`src/rtl/lc3b_pmem_arbiter_pkg.sv`:
```
`default_nettype none
// +----------------------------------------------------------------------------+
// | lc3b_pmem_arbiter_pkg : shared types for the pmem arbiter                  |
// | Revision 1.0                                                               |
// +----------------------------------------------------------------------------+
package lc3b_pmem_arbiter_pkg;

    typedef logic [15:0]  lc3b_word;
    typedef logic [127:0] lc3b_line;
    typedef logic [3:0]   lc3b_c_offset;

    typedef enum logic [2:0] {
        ARB_IDLE   = 3'd0,
        ARB_BUSY_I = 3'd1,
        ARB_BUSY_D = 3'd2,
        ARB_RESP_I = 3'd3,
        ARB_RESP_D = 3'd4
    } lc3b_arb_state;

    typedef enum logic {
        GRANT_I = 1'b0,
        GRANT_D = 1'b1
    } lc3b_grant_e;

endpackage
`default_nettype wire

```
`src/rtl/lc3b_pmem_arbiter_rr.sv`:
```
`default_nettype none
// +----------------------------------------------------------------------------+
// | lc3b_rr_arbiter2 : two-input round-robin pick with last-grant memory       |
// | Revision 1.0                                                               |
// +----------------------------------------------------------------------------+
module lc3b_rr_arbiter2
    import lc3b_pmem_arbiter_pkg::*;
(
    input  logic clk,
    input  logic rst_n,
    input  logic en,
    input  logic req_i,
    input  logic req_d,
    output logic grant_i,
    output logic grant_d
);

    lc3b_grant_e last_grant_q;
    lc3b_grant_e last_grant_d;

    // On a tie the side that did not win last time goes first.
    always_comb begin
        grant_i      = en && req_i && (!req_d || (last_grant_q == GRANT_D));
        grant_d      = en && req_d && !grant_i;
        last_grant_d = last_grant_q;
        if (grant_i) begin
            last_grant_d = GRANT_I;
        end else if (grant_d) begin
            last_grant_d = GRANT_D;
        end
    end

    always_ff @(posedge clk or negedge rst_n) begin
        if (!rst_n) begin
            last_grant_q <= GRANT_D;
        end else begin
            last_grant_q <= last_grant_d;
        end
    end

endmodule
`default_nettype wire

```
`src/rtl/lc3b_pmem_arbiter.sv`:
```
`default_nettype none
// +----------------------------------------------------------------------------+
// | lc3b_pmem_arbiter : shares the pmem line port between I-cache and D-cache  |
// | Revision 1.0                                                               |
// +----------------------------------------------------------------------------+
module lc3b_pmem_arbiter
    import lc3b_pmem_arbiter_pkg::*;
#(
    parameter int ADDR_W   = $bits(lc3b_word),
    parameter int LINE_W   = $bits(lc3b_line),
    parameter int OFFSET_W = $bits(lc3b_c_offset),
    parameter int CNT_W    = 16
) (
    input  logic              clk,
    input  logic              rst_n,
    input  logic              i_pmem_read,
    input  logic [ADDR_W-1:0] i_pmem_address,
    output logic [LINE_W-1:0] i_pmem_rdata,
    output logic              i_pmem_resp,
    input  logic              d_pmem_read,
    input  logic              d_pmem_write,
    input  logic [ADDR_W-1:0] d_pmem_address,
    input  logic [LINE_W-1:0] d_pmem_wdata,
    output logic [LINE_W-1:0] d_pmem_rdata,
    output logic              d_pmem_resp,
    output logic              pmem_read,
    output logic              pmem_write,
    output logic [ADDR_W-1:0] pmem_address,
    output logic [LINE_W-1:0] pmem_wdata,
    input  logic [LINE_W-1:0] pmem_rdata,
    input  logic              pmem_resp,
    output logic              arb_busy,
    output logic [CNT_W-1:0]  conflict_count
);

    localparam logic [ADDR_W-1:0] LINE_MASK = {{(ADDR_W-OFFSET_W){1'b1}}, {OFFSET_W{1'b0}}};

    lc3b_arb_state     state_q,          state_d;
    logic              pmem_read_q,      pmem_read_d;
    logic              pmem_write_q,     pmem_write_d;
    logic [ADDR_W-1:0] pmem_address_q,   pmem_address_d;
    logic [LINE_W-1:0] pmem_wdata_q,     pmem_wdata_d;
    logic [LINE_W-1:0] i_rdata_q,        i_rdata_d;
    logic [LINE_W-1:0] d_rdata_q,        d_rdata_d;
    logic              i_resp_q,         i_resp_d;
    logic              d_resp_q,         d_resp_d;
    logic [CNT_W-1:0]  conflict_count_q, conflict_count_d;

    logic req_i;
    logic req_d;
    logic grant_i;
    logic grant_d;
    logic in_idle;

    assign req_i   = i_pmem_read;
    assign req_d   = d_pmem_read | d_pmem_write;
    assign in_idle = (state_q == ARB_IDLE);

    lc3b_rr_arbiter2 u_rr (
        .clk     (clk),
        .rst_n   (rst_n),
        .en      (in_idle),
        .req_i   (req_i),
        .req_d   (req_d),
        .grant_i (grant_i),
        .grant_d (grant_d)
    );

    always_comb begin
        state_d          = state_q;
        pmem_read_d      = pmem_read_q;
        pmem_write_d     = pmem_write_q;
        pmem_address_d   = pmem_address_q;
        pmem_wdata_d     = pmem_wdata_q;
        i_rdata_d        = i_rdata_q;
        d_rdata_d        = d_rdata_q;
        i_resp_d         = 1'b0;
        d_resp_d         = 1'b0;
        conflict_count_d = conflict_count_q;

        case (state_q)
            ARB_IDLE: begin
                if (req_i && req_d && !(&conflict_count_q)) begin
                    conflict_count_d = conflict_count_q + CNT_W'(1);
                end
                if (grant_i) begin
                    state_d        = ARB_BUSY_I;
                    pmem_read_d    = 1'b1;
                    pmem_write_d   = 1'b0;
                    pmem_address_d = i_pmem_address & LINE_MASK;
                end else if (grant_d) begin
                    // A writeback takes precedence when both D strobes are raised.
                    state_d        = ARB_BUSY_D;
                    pmem_read_d    = !d_pmem_write;
                    pmem_write_d   = d_pmem_write;
                    pmem_address_d = d_pmem_address & LINE_MASK;
                    pmem_wdata_d   = d_pmem_wdata;
                end
            end
            ARB_BUSY_I: begin
                if (pmem_resp) begin
                    state_d      = ARB_RESP_I;
                    pmem_read_d  = 1'b0;
                    pmem_write_d = 1'b0;
                    i_rdata_d    = pmem_rdata;
                    i_resp_d     = 1'b1;
                end
            end
            ARB_BUSY_D: begin
                if (pmem_resp) begin
                    state_d      = ARB_RESP_D;
                    pmem_read_d  = 1'b0;
                    pmem_write_d = 1'b0;
                    d_resp_d     = 1'b1;
                    if (pmem_read_q) begin
                        d_rdata_d = pmem_rdata;
                    end
                end
            end
            ARB_RESP_I, ARB_RESP_D: begin
                state_d = ARB_IDLE;
            end
            default: begin
                state_d      = ARB_IDLE;
                pmem_read_d  = 1'b0;
                pmem_write_d = 1'b0;
            end
        endcase
    end

    always_ff @(posedge clk or negedge rst_n) begin
        if (!rst_n) begin
            state_q          <= ARB_IDLE;
            pmem_read_q      <= 1'b0;
            pmem_write_q     <= 1'b0;
            pmem_address_q   <= '0;
            pmem_wdata_q     <= '0;
            i_rdata_q        <= '0;
            d_rdata_q        <= '0;
            i_resp_q         <= 1'b0;
            d_resp_q         <= 1'b0;
            conflict_count_q <= '0;
        end else begin
            state_q          <= state_d;
            pmem_read_q      <= pmem_read_d;
            pmem_write_q     <= pmem_write_d;
            pmem_address_q   <= pmem_address_d;
            pmem_wdata_q     <= pmem_wdata_d;
            i_rdata_q        <= i_rdata_d;
            d_rdata_q        <= d_rdata_d;
            i_resp_q         <= i_resp_d;
            d_resp_q         <= d_resp_d;
            conflict_count_q <= conflict_count_d;
        end
    end

    assign pmem_read      = pmem_read_q;
    assign pmem_write     = pmem_write_q;
    assign pmem_address   = pmem_address_q;
    assign pmem_wdata     = pmem_wdata_q;
    assign i_pmem_rdata   = i_rdata_q;
    assign d_pmem_rdata   = d_rdata_q;
    assign i_pmem_resp    = i_resp_q;
    assign d_pmem_resp    = d_resp_q;
    assign arb_busy       = !in_idle;
    assign conflict_count = conflict_count_q;

endmodule
`default_nettype wire

```
`config.mk`:
```
export PLATFORM = sky130hd
export DESIGN_NAME = lc3b_pmem_arbiter
export DESIGN_NICKNAME = d
export VERILOG_FILES = /design/src/rtl/lc3b_pmem_arbiter_pkg.sv /design/src/rtl/lc3b_pmem_arbiter_rr.sv /design/src/rtl/lc3b_pmem_arbiter.sv
export SDC_FILE = /design/constraint.sdc
export NUM_CORES = 1
export LEC_CHECK = 0
export CAP_MARGIN = 20
export CELL_PAD_IN_SITES_DETAIL_PLACEMENT = 0
export CELL_PAD_IN_SITES_GLOBAL_PLACEMENT = 1
export CORE_AREA = 2 2 282 284
export DETAILED_ROUTE_END_ITERATION = 10
export DIE_AREA = 0 0 284 286
export HOLD_SLACK_MARGIN = 0.05
export PLACE_DENSITY = 0.63
export SLEW_MARGIN = 10
export SYNTH_ARGS = -nofsm -noshare
export SYNTH_HDL_FRONTEND = slang
export SYNTH_SLANG_ARGS = --single-unit
```
`constraint.sdc`:
```
create_clock -name clk -period 2.6 [get_ports clk]
set_input_delay 0.39 -clock clk [delete_from_list [all_inputs] [get_ports clk]]
set_output_delay 0.39 -clock clk [all_outputs]
set_load 0.005 [all_outputs]
```
# Yosys cells after proc, flatten, opt, wreduce, memory -nomap -nowiden

Cells that the tools add are included.
W data, S select, Z words.

$add $sub $neg: 1
Equality and inequality tests: 8
Mux-type cells: 19
Bitwise gates (word level): 3
Reduce and logical (&&, ||, !) cells: 24

Operator list:

| kind                    | number |
|---|---|
| $mux W16                | 2 |
| $add A16 B1 Y16 const B | 1 |
| $reduce_and A16 Y1      | 1 |
| $mux W3                 | 4 |
| $reduce_and A3 Y1       | 4 |
| $mux W1                 | 10 |
| $pmux W3 S3             | 1 |
| $eq A3 B2 Y1 const B    | 2 |
| $logic_and A1 B1 Y1     | 6 |
| $pmux W1 S3             | 2 |
| $reduce_and A2 Y1       | 3 |
| $logic_not A1 Y1        | 5 |
| $ne A2 B2 Y1 const B    | 2 |
| $reduce_or A2 Y1        | 2 |
| $eq A3 B1 Y1 const B    | 1 |
| $eq A3 B3 Y1 const B    | 1 |
| $logic_not A3 Y1        | 1 |
| $ne A3 B3 Y1 const B    | 1 |
| $ne A2 B1 Y1 const B    | 1 |
| $not A1 Y1              | 2 |
| $reduce_bool A2 Y1      | 1 |
| $logic_or A1 B1 Y1      | 1 |
| $or A1 B1 Y1            | 1 |

Register bits: 424
Input port bits: 294
Output and inout port bits: 421
Logic and storage cells: 66

# Logic depth before layout (Yosys ltp)

Depth after elaboration: 9
Gate-level depth with buffers: 8

# By module

Synthesis repeated with hierarchy kept, for this count alone.

Cell total of the unflattened synthesis: 981
Area total of the unflattened synthesis: 15984.1 um2

Modules (own cells, without submodules):

| module            | times used | cells each | area each (um2) |
|---|---|---|---|
| lc3b_pmem_arbiter | 1          | 973        | 15921.5 |
| lc3b_rr_arbiter2  | 1          | 8          | 62.6 |

# Worst setup path after synthesis

Ideal clock, no wire load.

Kind: register to register
Start point: register conflict_count_q[0] (netlist: conflict_count[0])
End point: register conflict_count_q[1] (netlist: conflict_count[1])
Library setup time: 0.127 ns
Arrival: 1.931 ns
Required time: 2.473 ns
Slack: 0.542 ns
Cell stages (with the launch flop): 7
Path buffers: 1
Clock period less this slack: 2.058 ns
Cells stage by stage: dfrtp_1 > ha_1 > nand2_1 > or4_4 > o31ai_4 > buf_6 > mux2_1

Longest elaborated chain between the ends: 4

Ends and longest elaborated chain:

| what                                                                    | RTL line                 | RTL |
|---|---|---|
| start, declared                                                         | lc3b_pmem_arbiter.sv:47  | `logic [CNT_W-1:0] conflict_count_q, conflict_count_d;` |
| start signal, assigned                                                  | lc3b_pmem_arbiter.sv:153 | `conflict_count_q <= conflict_count_d;` |
| parallel branches: the longest is 4 deep, another holds $add A16 B1 Y16 | --                       |  |

Several ways; the timed one is not identified.
A chain may end at the register's enable or synchronous reset.

# Worst setup path in the final report

Start point: register state_q[1]
End point: output port arb_busy

Longest elaborated chain between the ends: 2

Ends and longest elaborated chain:

| what                   | RTL line                 | RTL |
|---|---|---|
| start, declared        | lc3b_pmem_arbiter.sv:38  | `lc3b_arb_state state_q, state_d;` |
| start signal, assigned | lc3b_pmem_arbiter.sv:144 | `state_q <= state_d;` |
| $logic_not A3 Y1       | lc3b_pmem_arbiter.sv:57  | `assign in_idle = (state_q == ARB_IDLE);` |
| $logic_not A1 Y1       | lc3b_pmem_arbiter.sv:165 | `assign arb_busy = !in_idle;` |
| end, declared          | lc3b_pmem_arbiter.sv:32  | `output logic arb_busy,` |

No other way between the ends.

==> results.tsv <==
metric	value	unit
outcome	complete, no violations	
core area	78400	um^2
Layout Nets	2020	
IO Port Bufs	702	
# DRC	0	
startpoint types	flip-flop	
routing usage on met3	3.41	%
Net Sw Frac	28.0	%
Tcrit/Tclk final	91.8	%
# rows	103	
area post-placement	24500	um^2
vias in the first global route	12000	
clk slew on worst S/H paths	0.06	ns
leakage	10.8	nW
fin area	26000	um^2
VDD IR-drop max	0.713	mV
Total GRT Usage	12.6	%
Initial Utilization	20.3	%
critical path's slowest cell	clkdlybuf4s50_1	
Slew HR	55.9	%
GR met1 Demand/Resource	14.4	%
die width	284	um
Max Slew Vio Count	0	
Worst Setup Path Type	flip-flop to output pin	
initial DRC count	314	
Mean Syn Cell Area	16.3	um^2
Setup TNS Final	0	ns
P_sw	8.71	mW
CTS tree	yes	
CTS Root Cell	clkbuf_16	
area grow syn2layout	63.7	%
P_int	22.4	mW
#FFs+latches synth	420	
Required @ worst endpoint	2.21	ns
first-pass GRT wire length	78700	um
wire per inst	18.7	um
Comb power frac	41.7	%
Layout Skew	0.0171	ns
Final Hold Vio Count	0	
Synth cell types	36	
initial antenna violation count	3	
layout cells sized above 1	29.2	%
Tot Pwr	31.1	mW
met2 Track Usage GR	22.3	%
vias	11000	
Tmin final	2.39	ns
final setup fails	0	
slew at the pin closest to its max-slew limit	0.662	ns
H-tree levels	2	
largest net degree at the start of global routing	82	
pwr/cell area	1190	nW/um^2
remaining global-route overflow	0	
clock power share	21.3	%
sequential-to-total area share from yosys stat	66.1	%
sequential power share	37.0	%
Fmax	419	MHz
slowest stage delay, CP	0.51	ns
hold crit path type	input port to asynchronous set/reset pin	
RSZ-0062 raised after global routing	false	
worst-path maximum fanout	9	
nature of the critical path endpoint	output pin	
CTS sink count	420	
fillers	7809	
number of routed nets with antenna violations	0	
busiest grt layer	met2	
top-level port count	715	
vias per cell	3.90	
Max-Cap Viols	0	
Resize count post-CTS	0	
Final HPWL DP	40500	um
Placer Congestion	0.817	
Detailed Route WL	52600	um
die area	81200	um^2
critical path data arrival time	2.00	ns
Syn Inst Count	975	
die height	286	um
clock latency at the later pin of the worst-skew pair	0.58	ns
CTS Buf Count	49	
Max clock buf depth	3	
Pre-antenna DRT Iters	4	
Ys Warns	0	
Netlist Area Pre-Place	15900	um^2
crit-path cells	nor3_4, inv_1, clkdlybuf4s50_1	
## metal layers
metal / routed length (um) / vias up
met3: 3470 / 101
met5: 0 / -
met4: 1790 / 0
met1: 20100 / 5541
li1: - / 4957
met2: 27300 / 384
## through the flow
step / std cells / utilization, % / worst slack [ns] / hold slack, ns
after floorplan: 978 / - / 0.542 / 0.0944
after global placement: 2723 / 31.2 / 0.0952 / 0.410
after detailed placement: 2723 / 31.2 / 0.119 / 0.418
after CTS: 2810 / 33.2 / 0.134 / 0.370
after global routing: 2813 / 33.2 / 0.0706 / 0.391
final: 2813 / 33.2 / 0.212 / 0.370
## kinds of logic (layout without fill, tap and decap cells)
| family | count (synthesis) | in the layout | synth area share (%) |
|---|---|---|---|
| flip-flops | 420 | 420 | 66.1 |
| AND/OR/NAND/NOR | 62 | 62 | 1.97 |
| multiplexers | 399 | 399 | 28.2 |
| XOR/XNOR | 14 | 14 | 0.771 |
| AO/OA/AOI/OAI | 23 | 23 | 0.975 |
| adder cells (fa/ha/maj) | 1 | 1 | 0.0786 |
| buffers and inverters | 55 | 837 | 1.95 |
| other | 1 | 7 | 0.0236 |
## final timing paths
| check | start | endpoint | slack (ns) | depth (start not counted) |
|---|---|---|---|---|
| max in group asynchronous | rst_n | pmem_wdata[82]$_DFFE_PN0P_ | 1.25 | 3 |
| setup / recovery | state_q[1]$_DFFE_PN0P_ | arb_busy | 0.21 | 3 |
| setup reg to reg | conflict_count[0]$_DFFE_PN0P_ | conflict_count[1]$_DFFE_PN0P_ | 0.27 | 5 |
| hold reg to reg | pmem_address[6]$_DFFE_PN0P_ | pmem_address[6]$_DFFE_PN0P_ | 0.49 | 2 |
| min in group clk | d_pmem_wdata[38] | pmem_wdata[38]$_DFFE_PN0P_ | 0.43 | 2 |
| hold / removal | rst_n | i_pmem_rdata[57]$_DFFE_PN0P_ | 0.37 | 2 |
## synth_stat cells, drive strengths merged
cell type,n,area (um^2)
a211oi,1,7.51
nand2,26,97.6
nand4,1,6.26
a32o,1,10.0
a21oi,1,5.00
inv,4,15.0
dfstp,1,26.3
mux2,387,4360
o2111a,1,11.3
and3,1,6.26
nand3,4,20.0
nor3,12,71.3
nor2b,1,6.26
o31ai,2,28.8
o21ai,14,70.1
mux2i,12,120
conb,1,3.75
nor3b,1,18.8
nor4,3,18.8
dfrtp,419,10500
ha,1,12.5
xnor2,3,26.3
xor2,11,96.3
a21o,1,7.51
and3b,2,17.5
or4,1,11.3
nor2,9,33.8
and2,1,6.26
buf,46,277
o21a,2,15.0
clkbuf,5,18.8
## sequential cells by signal, indices dropped and copies added, names as in the netlist
name / cells
d_pmem_resp: 1
state_q: 3
u_rr.last_grant_q: 1
pmem_wdata: 128
d_pmem_rdata: 128
pmem_write: 1
i_pmem_resp: 1
conflict_count: 16
pmem_read: 1
i_pmem_rdata: 128
pmem_address: 12
## cells in the final DEF, fill, tap and decap left out, types with 2 or more instances in the layout
cell / synthesis / final
clkdlybuf4s50_1: 0 / 701
dfrtp_1: 419 / 419
mux2_2: 386 / 386
clkbuf_16: 0 / 50
buf_4: 16 / 32
nand2_1: 26 / 25
o21ai_0: 14 / 14
clkbuf_8: 0 / 13
mux2i_1: 12 / 12
clkbuf_1: 5 / 12
buf_12: 0 / 12
xor2_1: 11 / 11
nor2_1: 9 / 9
nor3_1: 11 / 9
clkinv_2: 0 / 7
inv_1: 4 / 4
nand3_1: 4 / 4
conb_1: 1 / 4
diode_2: 0 / 3
xnor2_1: 3 / 3
nor4_1: 3 / 3
nor3_2: 0 / 2
and3b_1: 2 / 2
o21a_1: 2 / 2
clkinvlp_4: 0 / 2
## repair_timing
item                                    4_1_cts  5_1_grt
endpoints found under the setup margin        0        0
hold buffers                                  1        0
hold endpoints to repair                     56        0
setup buffers                                 0        0
## power by group through the flow
stage          Clock (mW)  Sequential (mW)  Combinational [mW]
6_report             6.63             11.5                13.0
5_1_grt              7.19             12.0                13.8
4_1_cts              6.93             11.6                13.2
3_5_place_dp            0             11.6                13.2
3_3_place_gp            0             11.5                13.1
2_1_floorplan           0             11.6                4.25
## cell type report
| type | instances | area [um^2] | area share [%] |
|---|---|---|---|
| Multi-Input combinational cell | 503 | 5120 | 19.7 |
| Clock inverter | 11 | 75.1 | 0.288 |
| Sequential cell | 420 | 10500 | 40.4 |
| Timing Repair Buffer | 747 | 7520 | 28.9 |
| Tap cell | 1050 | 1310 | 5.05 |
| Inverter | 4 | 15.0 | 0.0577 |
| Clock buffer | 75 | 1480 | 5.66 |
| Antenna cell | 3 | 7.51 | 0.0288 |
## critical path, delay by kind of cell (launching register included)
kind,cells,cell delay (ns)
buffers and inverters,2,0.67
flip-flops,1,0.48
AND/OR/NAND/NOR,1,0.28
(Power assumes the default switching activity.)
